===== src/rtl/bist_scheduler.sv =====
// Round-robin scheduler that shares one BIST controller among NREQ targets.
// Runs one session at a time, compares the signature and flags timeouts.
module bist_scheduler #(
    parameter int NREQ     = 4,
    parameter int NTIMEOUT = 1023,
    parameter int SIGW     = 16
) (
    input  logic            clk,
    input  logic            reset,
    input  logic [NREQ-1:0] req,
    output logic [NREQ-1:0] grant,
    output logic            bist_start,
    input  logic            bist_finish,
    input  logic [SIGW-1:0] signature,
    input  logic [SIGW-1:0] golden,
    output logic [NREQ-1:0] done,
    output logic            pass,
    output logic            busy,
    output logic            timeout_err
);

    localparam int CW = $clog2(NTIMEOUT + 1);
    localparam int PW = (NREQ > 1) ? $clog2(NREQ) : 1;

    typedef enum logic [1:0] {
        IDLE,
        START,
        WAIT,
        CHECK
    } state_t;

    state_t          state;
    logic [CW-1:0]   cnt;
    logic [PW-1:0]   rr_ptr;
    logic [PW-1:0]   gidx;
    logic            pass_r;

    logic [NREQ-1:0] pick;
    logic [PW-1:0]   pick_idx;
    logic [PW-1:0]   scan;
    logic            found;
    int              j;

    // Round-robin search: first requester at or after rr_ptr wins.
    always_comb begin
        pick     = '0;
        pick_idx = '0;
        found    = 1'b0;
        scan     = '0;
        j        = 0;
        for (int i = 0; i < NREQ; i++) begin
            j    = (int'(rr_ptr) + i) % NREQ;
            scan = PW'(j);
            if (!found && req[scan]) begin
                found       = 1'b1;
                pick[scan]  = 1'b1;
                pick_idx    = scan;
            end
        end
    end

    // Session FSM with its grant, counter, result and pointer registers.
    always_ff @(posedge clk or posedge reset) begin
        if (reset) begin
            state       <= IDLE;
            grant       <= '0;
            gidx        <= '0;
            cnt         <= '0;
            rr_ptr      <= '0;
            pass_r      <= 1'b0;
            timeout_err <= 1'b0;
        end else begin
            unique case (state)
                IDLE: begin
                    if (found) begin
                        grant <= pick;
                        gidx  <= pick_idx;
                        state <= START;
                    end
                end
                START: begin
                    cnt   <= '0;
                    state <= WAIT;
                end
                WAIT: begin
                    if (bist_finish) begin
                        pass_r <= (signature == golden);
                        state  <= CHECK;
                    end else begin
                        cnt <= cnt + CW'(1);
                        if (cnt == CW'(NTIMEOUT - 1)) begin
                            pass_r      <= 1'b0;
                            timeout_err <= 1'b1;
                            state       <= CHECK;
                        end
                    end
                end
                CHECK: begin
                    rr_ptr <= (gidx == PW'(NREQ - 1)) ? '0 : gidx + PW'(1);
                    grant  <= '0;
                    state  <= IDLE;
                end
                default: state <= IDLE;
            endcase
        end
    end

    assign bist_start = (state == START);
    assign busy       = (state != IDLE);
    assign done       = (state == CHECK) ? grant : '0;
    assign pass       = (state == CHECK) && pass_r;

endmodule


===== config.mk =====
export PLATFORM = sky130hd
export DESIGN_NAME = bist_scheduler
export DESIGN_NICKNAME = d
export VERILOG_FILES = /design/src/rtl/bist_scheduler.sv
export SDC_FILE = /design/constraint.sdc
export NUM_CORES = 1
export LEC_CHECK = 0
export ABC_CLOCK_PERIOD_IN_PS = 4490
export CAP_MARGIN = 20
export CORE_ASPECT_RATIO = 0.7
export CORE_UTILIZATION = 53
export CTS_BUF_LIST = sky130_fd_sc_hd__clkbuf_16
export DETAILED_ROUTE_END_ITERATION = 10
export HOLD_SLACK_MARGIN = 0.02
export PLACE_DENSITY = 0.86
export SETUP_SLACK_MARGIN = 0.5
export SYNTH_ARGS = -nofsm -noshare
export SYNTH_HDL_FRONTEND = slang
export SYNTH_SLANG_ARGS = --single-unit

===== constraint.sdc =====
create_clock -name clk -period 4.49 [get_ports clk]
set_clock_uncertainty 0.05 [all_clocks]
set_input_delay 0.898 -clock clk [delete_from_list [all_inputs] [get_ports clk]]
set_output_delay 0.898 -clock clk [all_outputs]
set_load 0.02 [all_outputs]

* Word-level counts from Yosys, hierarchy flattened *
Index checks and enable logic that the tools add are counted.

cells by class
  muxes and demuxes = 40
  divide/modulo/power cells = 0
  shift-type cells = 0
  equal/unequal tests = 9
  reduce and logical (&&, ||, !) cells = 22
  bitwise logic cells = 4
  multipliers = 0
  magnitude comparators = 8
  add/subtract/negate cells = 5

operators by type and width
  kind                                                                                 count
  4-bit two-way mux                                                                    6
  10-bit case mux with 2 select lines                                                  1
  16-bit == test                                                                       1
  2-bit two-way mux                                                                    8
  1-bit two-way mux                                                                    14
  2-bit by 3-bit < comparator with 1-bit output, second input constant                 4
  4-bit bitwise OR                                                                     3
  10-bit by 1-bit adder with 10-bit output, second input constant                      1
  10-bit == test, second input constant                                                1
  10-bit two-way mux                                                                   1
  2-bit AND reduction                                                                  5
  1-bit binary-select mux with 2-bit select                                            4
  1-bit demux with 2-bit select                                                        4
  2-bit by 1-bit greater-or-equal comparator with 1-bit output, second input constant  4
  1-bit logical AND                                                                    8
  2-bit case mux with 4 select lines                                                   1
  4-bit case mux with 2 select lines                                                   1
  2-bit nonzero test                                                                   4
  2-bit == test, second input constant                                                 3
  2-bit by 1-bit adder with 2-bit output, second input constant                        2
  2-bit adder, second input constant                                                   2
  2-bit != test, second input constant                                                 2
  1-bit logical NOT                                                                    3
  3-bit != test, second input constant                                                 1
  4 further kinds                                                                      4

word-level totals
  RAM bits = 0
  logic and storage cells = 95
  output and inout bits = 12
  bits in latches = 0
  flip-flop bits (word level) = 22
  ROM bits = 0
  memories = 0

* Depth between registers and ports, before layout *
Gate-level depths: netlist of run 1.

  word-level depth = 14
  depth in mapped cells = 9
  mapped depth without buffers = 7

* Least setup slack after synthesis of run 1 *
OpenSTA, ideal clock, no wires.

  kind = reg2reg
  start point = register rr_ptr[1]
  end point = register grant[0]
  cell stages (with the launch flop) = 10
  slack = 1.705 ns
  arrival = 2.614 ns
  setup time = 0.121 ns
  clock period less this slack = 2.785 ns
  data required time = 4.319 ns
  path through = dfrtp_1 > clkbuf_1 > inv_1 > ha_1 > clkbuf_1 > mux2_2 > and2_1 > a221oi_2 > o21ai_1 > a22o_1

between the ends
  longest elaborated chain between the ends = 14

ends and longest elaborated chain
  what                                                                                                    line  source
  from (decl)                                                                                             34    logic [PW-1:0] rr_ptr;
  from (signal assigned)                                                                                  99    rr_ptr <= (gidx == PW'(NREQ - 1)) ? '0 : gidx + PW'(1);
  parallel branches: the longest is 14 deep, another holds 2-bit by 3-bit < comparator with 1-bit output  --
  to (signal assigned)                                                                                    76    grant <= pick;
  to (decl)                                                                                               11    output logic [NREQ-1:0] grant,

Several ways; the timed one is not identified. The select of a mux whose other input is x is not followed.
A chain may end at the register's enable or synchronous reset.

* Final worst setup path of run 1 *
  start point = register rr_ptr[0]
  end point = register grant[2]

The elaborated chain is that of the path after synthesis.

==> results.txt, run 1 <==
outcome = finished clean
hold_ws = 414.9 ps
clk slew on worst S/H paths = 60 ps
Overflow after GRT = 0
Resized cells post-CTS = 0
Die Wd = 75.53 um
VDD IR max = 317.6 uV
CP Launch Type = flip-flop
DR vias/cell = 5.829
synth-to-layout area growth = 30.26%
crit path kind = reg2reg
post-route minimum period = 3181 ps
worst min-delay path startpoint = pass_r$_DFFE_PP0P_
post-synth cell types = 42
hold buffers post-CTS = 0
Hold Crit Class = reg2reg
Slew headroom = 44.66%
RR Startpoint = rr_ptr[0]$_DFFE_PP0P_
post-synth top area share = 27.45%
Cell Count Post-Placement = 311
clk sinks = 22
Max Cap Violations = 0
insertion delay to the later sink of the worst-skew pair = 260 ps
Syn Nets = 278
largest fanout on the critical path = 24
total number of vias = 1836
Initial Utilization = 56.01%
Cell Rows = 18
die area = 4038 sq um
fill count = 265
CTS H-Tree Depth = 1
gr usage total = 25.08%
commonest non-fill, non-tap cell in the layout = clkdlybuf4s50_1
clock tree buffer depth = 2
Max Transition Viols Final = 0
CTS tree = yes
hpwl dp = 3.552 mm
I/O pin cnt = 51
die outline height = 53.47 um
drt first pass iters = 4
Root Driver = clkbuf_16
Slew @ Worst Pin = 829.1 ps
flop and latch count out of synthesis = 22
Hold Path End = pass_r$_DFFE_PP0P_
synth warn = 0
floorplan core area = 3581 sq um
Num CTS Buffers = 3
post-route fraction of the period consumed by the critical path = 70.84%
Final nets = 321
maximum clock frequency = 0.3144 GHz
WHS Path Cells = 2
leading cell types in the layout, fill and taps excluded = clkdlybuf4s50_1, nand2_1, dfrtp_1, xnor2_1, ha_1
PortBufs = 50
first-pass GRT wire length = 7.431 mm
dominant cells by area after synthesis = dfrtp_1, ha_1, xnor2_1, mux2i_1, mux4_2
final wirelength = 4.610 mm
sequential area share after synthesis = 27.45%
Worst Reg-to-Reg Cells = 7
# setup viols final = 0
DP Area = 2507 sq um
Worst Setup End Kind = flip-flop
vias in the first global route = 1641
post-route insts no fill = 315
initial antenna violation count = 0
Mapped Cells = 223
PD cells = 572.2 nW/um^2
WL per Instance = 14.63 um
ys async rst share = 100.0%
Setup Fix Bufs, Post-CTS = 0
crit path DAT = 3330 ps
Mapped Avg Cell Area = 8.994 sq um
post-route ant nets = 0
Initial DRC Count = 100
Final Hold Viols = 0
Reg2Reg Setup Slack = 1310 ps
Post-synth EDFFs = 0
RR Endpoint = grant[2]$_DFFE_PP0P_
RSZ-0062 raised after global routing = false
RePlAce Congestion = 0.9887
antenna cells = 0
post-route setup TNS = 0 ps
fin area = 2613 sq um
leading area contributor after synthesis = dfrtp_1
cell area after synthesis = 2006 sq um
largest net degree at the start of global routing = 25
worst path required time = 4640 ps
share of cells above drive strength 1 = 6.038%
drc violations = 0
most common flop cell mapped by yosys = dfrtp_1
Leak = 1.055 nW
==> synthesized netlist by cell type, types with 2 or more instances <==
library cell / number
nand2_1: 23
dfrtp_1: 22
xnor2_1: 17
ha_1: 16
nor2_1: 12
mux2i_1: 10
a21oi_1: 9
inv_1: 9
nand2b_1: 9
o21ai_0: 9
clkbuf_1: 8
nand3_1: 7
and2_1: 6
nand4_1: 6
o21ai_1: 5
o22ai_1: 5
a22o_1: 4
a31o_1: 4
mux2_2: 4
mux4_2: 4
a221oi_1: 3
a22oi_1: 3
nor3_1: 3
o21a_1: 3
o31ai_1: 3
buf_6: 2
nor4_1: 2
==> cell type report <==
class / instances / area, sq um / area share (%)
clock inverter: 1 / 30.03 / 1.149
tap: 50 / 62.56 / 2.395
inverter: 9 / 33.78 / 1.293
sequential: 22 / 550.5 / 21.07
timing repair buffer: 50 / 500.5 / 19.16
multi-input combinational: 180 / 1360 / 52.06
clock buffer: 3 / 75.07 / 2.874
==> state kept, by name, summed over array words and instances (netlist names) <==
signal       flops
rr_ptr           2
cnt             10
pass_r           1
timeout_err      1
state            2
gidx             2
grant            4
==> power breakdown <==
part	switching (W)	leakage, nW	internal, W	total, W
logic	0.000476	0.714	0.000426	0.000902
registers	0.0000930	0.290	0.000248	0.000341
clock network	0.0000743	0.0511	0.000177	0.000251
==> metrics by stage <==
step           utilization, %  worst slack, ps  total power, W
3_3_place_gp            70.02             1452        0.001203
2_1_floorplan               -             1705        0.001006
6_report                72.96             1309        0.001495
3_5_place_dp            70.02             1331        0.001226
5_1_grt                 72.96             1088        0.001603
4_1_cts                 72.96             1322        0.001489
==> worst max-delay path, cell delays in order (launching register included) <==
cell,delay [ps]
dfrtp_1,850
inv_1,360
ha_1,560
mux4_2,590
nor4b_4,350
nand2_1,110
o21ai_1,100
a22o_1,140
==> cell families (layout without fill, tap and decap cells) <==
family / Yosys count / after routing / share of synthesized area, %
AO/OA/AOI/OAI: 52 / 52 / 17.47
XOR/XNOR: 18 / 18 / 7.860
adder cells (fa/ha/maj): 16 / 16 / 9.981
buffers and inverters: 21 / 63 / 4.741
flip-flops: 22 / 22 / 27.45
multiplexers: 20 / 20 / 13.16
AND/OR/NAND/NOR: 74 / 74 / 19.34
==> worst max-delay path by stage <==
| stage | from | cells past startpoint | to | slack (ps) |
|---|---|---|---|---|
| floorplan | rr_ptr[1]$_DFFE_PP0P_ | 9 | grant[0]$_DFFE_PP0P_ | 1700 |
| global placement | rr_ptr[0]$_DFFE_PP0P_ | 7 | grant[0]$_DFFE_PP0P_ | 1450 |
| detailed placement | rr_ptr[0]$_DFFE_PP0P_ | 7 | grant[2]$_DFFE_PP0P_ | 1330 |
| CTS | rr_ptr[0]$_DFFE_PP0P_ | 7 | grant[2]$_DFFE_PP0P_ | 1320 |
| global route | rr_ptr[0]$_DFFE_PP0P_ | 7 | grant[3]$_DFFE_PP0P_ | 1090 |
| finish | rr_ptr[0]$_DFFE_PP0P_ | 7 | grant[2]$_DFFE_PP0P_ | 1310 |
==> layer usage <==
metal  up-vias  global-route usage (%)  routed length, um  part of all wire [%]
met5         -                       0                  0                     0
met4         0                   5.556                 31                  0.67
met3         6                   5.524                284                   6.2
met2        66                   42.71               2200                    48
met1       881                   32.44               2093                    45
li1        883                       -                  -                     -
(Power assumes the default switching activity.)
==> run 2, diff against run 1 <==
--- a/config.mk
+++ b/config.mk
@@ -5,14 +5,14 @@
 export SDC_FILE = /design/constraint.sdc
 export NUM_CORES = 1
 export LEC_CHECK = 0
-export ABC_CLOCK_PERIOD_IN_PS = 4490
+export ABC_CLOCK_PERIOD_IN_PS = 2800
 export CAP_MARGIN = 20
 export CORE_ASPECT_RATIO = 0.7
-export CORE_UTILIZATION = 53
+export CORE_UTILIZATION = 45
 export CTS_BUF_LIST = sky130_fd_sc_hd__clkbuf_16
 export DETAILED_ROUTE_END_ITERATION = 10
 export HOLD_SLACK_MARGIN = 0.02
-export PLACE_DENSITY = 0.86
+export PLACE_DENSITY = 0.77
 export SETUP_SLACK_MARGIN = 0.5
 export SYNTH_ARGS = -nofsm -noshare
 export SYNTH_HDL_FRONTEND = slang
==> constraint.sdc (replaced) <==
create_clock -name clk -period 2.8 [get_ports clk]
set_clock_uncertainty 0.05 [all_clocks]
set_input_delay 0.56 -clock clk [delete_from_list [all_inputs] [get_ports clk]]
set_output_delay 0.56 -clock clk [all_outputs]
set_load 0.02 [all_outputs]
==> run 2 against run 1 <==
Effect of this change: via count is 2.0% higher; sequential power increased by 44%; routed wire length up 5.4%; non-clock buffer count grew 14; clock power grew 59%; first-iteration DRC count rose by 18%; final cell count grew 5.1%; die area rose by 17%; count of clock-buffer cells in the layout is the same; core utilization decreased by 4.8 points; power grew 75%; sequential share of layout area decreased by 1.2 points; critical endpoint unchanged; largest power group unchanged; highest routed layer unchanged.
==> results.txt, run 2 (synthesized netlist as in run 1, its figures left out) <==
outcome = finished clean
I/O pin cnt = 51
Cell Rows = 19
VDD IR max = 510.7 uV
post-route fraction of the period consumed by the critical path = 81.66%
Worst Setup End Kind = flip-flop
worst path bufs/invs = 1
CTS tree = yes
Leak = 1.217 nW
fill count = 323
crit path kind = reg2reg
share of cells above drive strength 1 = 13.26%
final wirelength = 4.861 mm
post-route minimum period = 2286 ps
Final Hold Viols = 0
antenna cells = 0
largest registers = cnt x10, grant x4
die area = 4732 sq um
Slew @ Worst Pin = 662.2 ps
Num CTS Buffers = 3
Max Transition Viols Final = 0
leading cell types in the layout, fill and taps excluded = clkdlybuf4s50_1, nand2_1, dfrtp_1, xnor2_1, ha_1
crit path DAT = 2430 ps
clock tree buffer depth = 2
post-route ant nets = 0
Root Driver = clkbuf_16
largest net degree at the start of global routing = 24
largest fanout on the critical path = 5
hold buffers post-CTS = 0
slowest CP cell = mux4_2
Final nets = 335
gr usage total = 20.53%
Die Wd = 81.80 um
Cell Chain, Critical Path = clkinvlp_4 > ha_4 > mux4_2 > nor4b_4 > nand2_1 > o21ai_1 > a22o_1
Reg2Reg Setup Slack = 510 ps
Hold Crit Class = reg2reg
floorplan core area = 4089 sq um
pre-CTS setup slack = 216.8 ps
Overflow after GRT = 0
RePlAce Congestion = 0.8447
Crit path largest cell delay = 550 ps
delay-heaviest family, CP = multiplexers
total number of vias = 1872
die outline height = 57.86 um
hold_ws = 407.9 ps
Largest register FFs = 10
final worst slack = 513.6 ps
worst path required time = 2950 ps
PortBufs = 50
drt first pass iters = 5
# setup viols final = 0
initial antenna violation count = 0
WL per Instance = 14.69 um
insertion delay to the later sink of the worst-skew pair = 260 ps
synth-to-layout area growth = 38.86%
Initial Utilization = 49.05%
CP Launch Type = flip-flop
post-route setup TNS = 0 ps
DR vias/cell = 5.656
maximum clock frequency = 0.4374 GHz
Slew headroom = 55.80%
clk slew on worst S/H paths = 60 ps
vias in the first global route = 1667
RSZ-0062 raised after global routing = true
hpwl dp = 3.667 mm
first-pass GRT wire length = 7.576 mm
commonest non-fill, non-tap cell in the layout = clkdlybuf4s50_1
PD cells = 936.9 nW/um^2
clk sinks = 22
CTS H-Tree Depth = 1
Max Cap Violations = 0
Initial DRC Count = 118
drc violations = 0
Reg with most FFs = cnt
==> run 2: changes by cell type in the layout (fill, tap and decap cells not counted), sizes merged <==
| cell | delta |
|---|---|
| dlymetal6s2s | +6 |
| inv | -2 |
| clkdlybuf4s50 | -9 |
| clkinvlp | +2 |
| dlygate4sd2 | +3 |
| buf | +14 |
==> run 2: path summary, 6_finish.rpt <==
| path | start | endpoint | cells after the start |
|---|---|---|---|
| worst min-delay path | timeout_err$_DFFE_PP0P_ | timeout_err$_DFFE_PP0P_ | 1 |
| worst max register to register | rr_ptr[1]$_DFFE_PP0P_ | grant[2]$_DFFE_PP0P_ | 7 |
| max in group asynchronous | reset | cnt[0]$_DFFE_PP0P_ | 3 |
| worst max-delay path | rr_ptr[1]$_DFFE_PP0P_ | grant[2]$_DFFE_PP0P_ | 7 |
| min in group asynchronous | reset | cnt[4]$_DFFE_PP0P_ | 2 |
| worst min register to register | timeout_err$_DFFE_PP0P_ | timeout_err$_DFFE_PP0P_ | 1 |
==> run 2: repair_timing <==
item                                   CTS  global route
endpoints found under the hold margin    0             0
resized for setup                        4            11
setup endpoints to repair               12            10
buffers inserted                         1             5
gates cloned                             0             0
pin swaps                                0             6
==> run 2: layer usage <==
layer / wire [um] / up-vias / global-route usage, %
li1: - / 916 / -
met3: 266 / 4 / 3.622
met2: 2321 / 68 / 32.35
met1: 2233 / 884 / 30.15
met5: 0 / - / 0
met4: 39 / 0 / 2.506
==> run 2: metrics by stage <==
step	area [sq um]	util [%]	std cells	total power (W)
5_1_grt	2785	68.12	331	0.002794
6_report	2785	68.12	331	0.002609
3_5_place_dp	2594	63.43	321	0.002061
4_1_cts	2705	66.16	326	0.002474
3_3_place_gp	2594	63.43	321	0.002013
2_1_floorplan	2056	-	223	0.001705
==> run 2: report_power, final <==
group | internal (W) | switching, W | leakage (nW)
combinational | 0.000826 | 0.000893 | 0.878
sequential | 0.000403 | 0.0000878 | 0.288
clock | 0.000284 | 0.000116 | 0.0511
total | 0.00151 | 0.00110 | 1.22
==> run 2: final cells by class <==
type	count	area, sq um	area share (%)
Clock buffer	3	75.07	2.695
Clock inverter	1	30.03	1.078
Inverter	9	41.29	1.482
Multi-Input combinational cell	180	1400	50.27
Sequential cell	22	553.0	19.86
Tap cell	52	65.06	2.336
Timing Repair Buffer	64	620.6	22.28
==> run 2: worst register-to-register path: cells and delay by family, from the launching register on <==
family,cells,cell delay (ps)
buffers and inverters,1,170
muxes,1,550
adders and majority gates,1,340
and+or+nand+nor,2,490
DFF,1,390
AOI/OAI and AO/OA,2,240
==> run 3, diff against run 2 <==
--- a/config.mk
+++ b/config.mk
@@ -5,7 +5,7 @@
 export SDC_FILE = /design/constraint.sdc
 export NUM_CORES = 1
 export LEC_CHECK = 0
-export ABC_CLOCK_PERIOD_IN_PS = 2800
+export ABC_CLOCK_PERIOD_IN_PS = 1960
 export CAP_MARGIN = 20
 export CORE_ASPECT_RATIO = 0.7
 export CORE_UTILIZATION = 45
==> constraint.sdc (replaced) <==
create_clock -name clk -period 1.96 [get_ports clk]
set_clock_uncertainty 0.05 [all_clocks]
set_input_delay 0.392 -clock clk [delete_from_list [all_inputs] [get_ports clk]]
set_output_delay 0.392 -clock clk [all_outputs]
set_load 0.02 [all_outputs]
==> run 3 against run 2 <==
Effect of this change: the flow now finishes with violations (negative setup slack); combinational power up 110%; sequential cell count unchanged; routed wire length up 48%; critical path type unchanged; critical endpoint is now grant[0]$_DFFE_PP0P_; largest power group unchanged; highest routed layer unchanged.
==> results.txt, run 3 (synthesized netlist as in run 1, its figures left out) <==
outcome = complete, but fails checks
failing checks = negative setup slack
worst path required time = 2110 ps
largest fanout on the critical path = 4
drt first pass iters = 5
CP Launch Type = flip-flop
crit path DAT = 2430 ps
share of cells above drive strength 1 = 35.05%
first-pass GRT wire length = 10.23 mm
initial antenna violation count = 0
fin util = 80.02%
hpwl dp = 3.979 mm
commonest non-fill, non-tap cell in the layout = clkdlybuf4s50_1
clk sinks = 22
post-route minimum period = 2286 ps
Max Transition Viols Final = 0
Comb pwr share = 73.1%
WL per Instance = 19.82 um
vias in the first global route = 2104
Hold Crit Class = in2async
fill count = 232
crit path kind = reg2reg
Initial Utilization = 49.05%
clock tree buffer depth = 2
final wirelength = 7.195 mm
DR vias/cell = 6.163
CTS tree = yes
switching fraction of total power = 43.78%
Num CTS Buffers = 3
clock power share = 12.3%
die outline height = 57.86 um
Root Driver = clkbuf_16
RePlAce Congestion = 0.8749
antenna cells = 0
DP Area = 2764 sq um
final worst slack = -326.1 ps
Largest register FFs = 10
Worst Setup End Kind = flip-flop
PD cells = 1488 nW/um^2
leading cell types in the layout, fill and taps excluded = clkdlybuf4s50_1, buf_4, nand2_1, dfrtp_1, buf_6
Reg with most FFs = cnt
Seq pwr share = 14.6%
Slew @ Worst Pin = 723.2 ps
I/O pin cnt = 51
Pint = 0.002737 W
post-route ant nets = 0
VDD IR max = 790.6 uV
Leak = 1.400 nW
total number of vias = 2237
maximum clock frequency = 0.4374 GHz
floorplan core area = 4089 sq um
synth-to-layout area growth = 63.13%
drc violations = 0
gr usage total = 28.62%
hold buffers post-CTS = 0
fin area = 3272 sq um
insertion delay to the later sink of the worst-skew pair = 260 ps
hold_ws = 294.0 ps
Die Wd = 81.80 um
# setup viols final = 6
RSZ-0062 raised after global routing = true
PortBufs = 50
largest registers = cnt x10, grant x4
Psw = 0.002131 W
die area = 4732 sq um
Initial DRC Count = 239
clk slew on worst S/H paths = 70 ps
Cell Rows = 19
Final nets = 367
Final Hold Viols = 0
post-route setup TNS = -1454 ps
CTS H-Tree Depth = 1
Slew headroom = 51.28%
Overflow after GRT = 0
Max Cap Violations = 0
post-route fraction of the period consumed by the critical path = 116.6%
largest net degree at the start of global routing = 18
## run 3: layout make-up
class | count | area, sq um | share of cell area [%]
multi-input combinational | 180 | 1588 | 48.53
timing repair buffer | 96 | 915.9 | 27.99
sequential | 22 | 553.0 | 16.90
clock buffer | 3 | 75.07 | 2.294
tap | 52 | 65.06 | 1.989
inverter | 9 | 45.04 | 1.377
clock inverter | 1 | 30.03 | 0.9178
## run 3: final timing paths
check | end | slack [ps] | cells after the start | start
max | grant[0]$_DFFE_PP0P_ | -330 | 7 | rr_ptr[0]$_DFFE_PP0P_
min | cnt[1]$_DFFE_PP0P_ | 290 | 2 | reset
max reg2reg | grant[0]$_DFFE_PP0P_ | -330 | 7 | rr_ptr[0]$_DFFE_PP0P_
min reg2reg | timeout_err$_DFFE_PP0P_ | 420 | 1 | timeout_err$_DFFE_PP0P_
max in group asynchronous | rr_ptr[0]$_DFFE_PP0P_ | 1050 | 3 | reset
min in group clk | timeout_err$_DFFE_PP0P_ | 420 | 1 | timeout_err$_DFFE_PP0P_
## run 3: power groups by stage
stage	clock network, W	logic [W]	registers [W]
global route	0.000614	0.00373	0.000719
detailed placement	0	0.00252	0.000682
CTS	0.000583	0.00306	0.000689
global placement	0	0.00245	0.000679
floorplan	0	0.00174	0.000705
finish	0.000597	0.00356	0.000711
## run 3: routing by layer
metal	vias to the layer above	global-route usage [%]	part of all wire (%)
met5	-	0	0
met4	0	7.018	3.7
met1	1072	38.80	41
li1	983	-	-
met3	27	3.465	8.3
met2	155	48.52	47
## run 3: per-stage QoR
| step | power, W | std cells | worst slack, ps |
|---|---|---|---|
| global route | 0.005067 | 363 | -382.0 |
| detailed placement | 0.003205 | 343 | -395.4 |
| finish | 0.004868 | 363 | -326.1 |
| floorplan | 0.002445 | 223 | -408.0 |
| global placement | 0.003131 | 343 | -338.0 |
| CTS | 0.004337 | 357 | -206.7 |
## run 3: critical path: stages, from the launching register on
cell and delay [ps]:
dfrtp_2 430, clkinvlp_4 140, ha_4 320, mux4_2 560
nor4b_4 330, nand2_1 130, o21ai_1 100, a22o_1 150
## run 3: repair_timing
item	4_1_cts	5_1_grt
buffers inserted	10	6
pin swaps	6	11
endpoints found under the setup margin	31	29
gates resized for setup	102	21
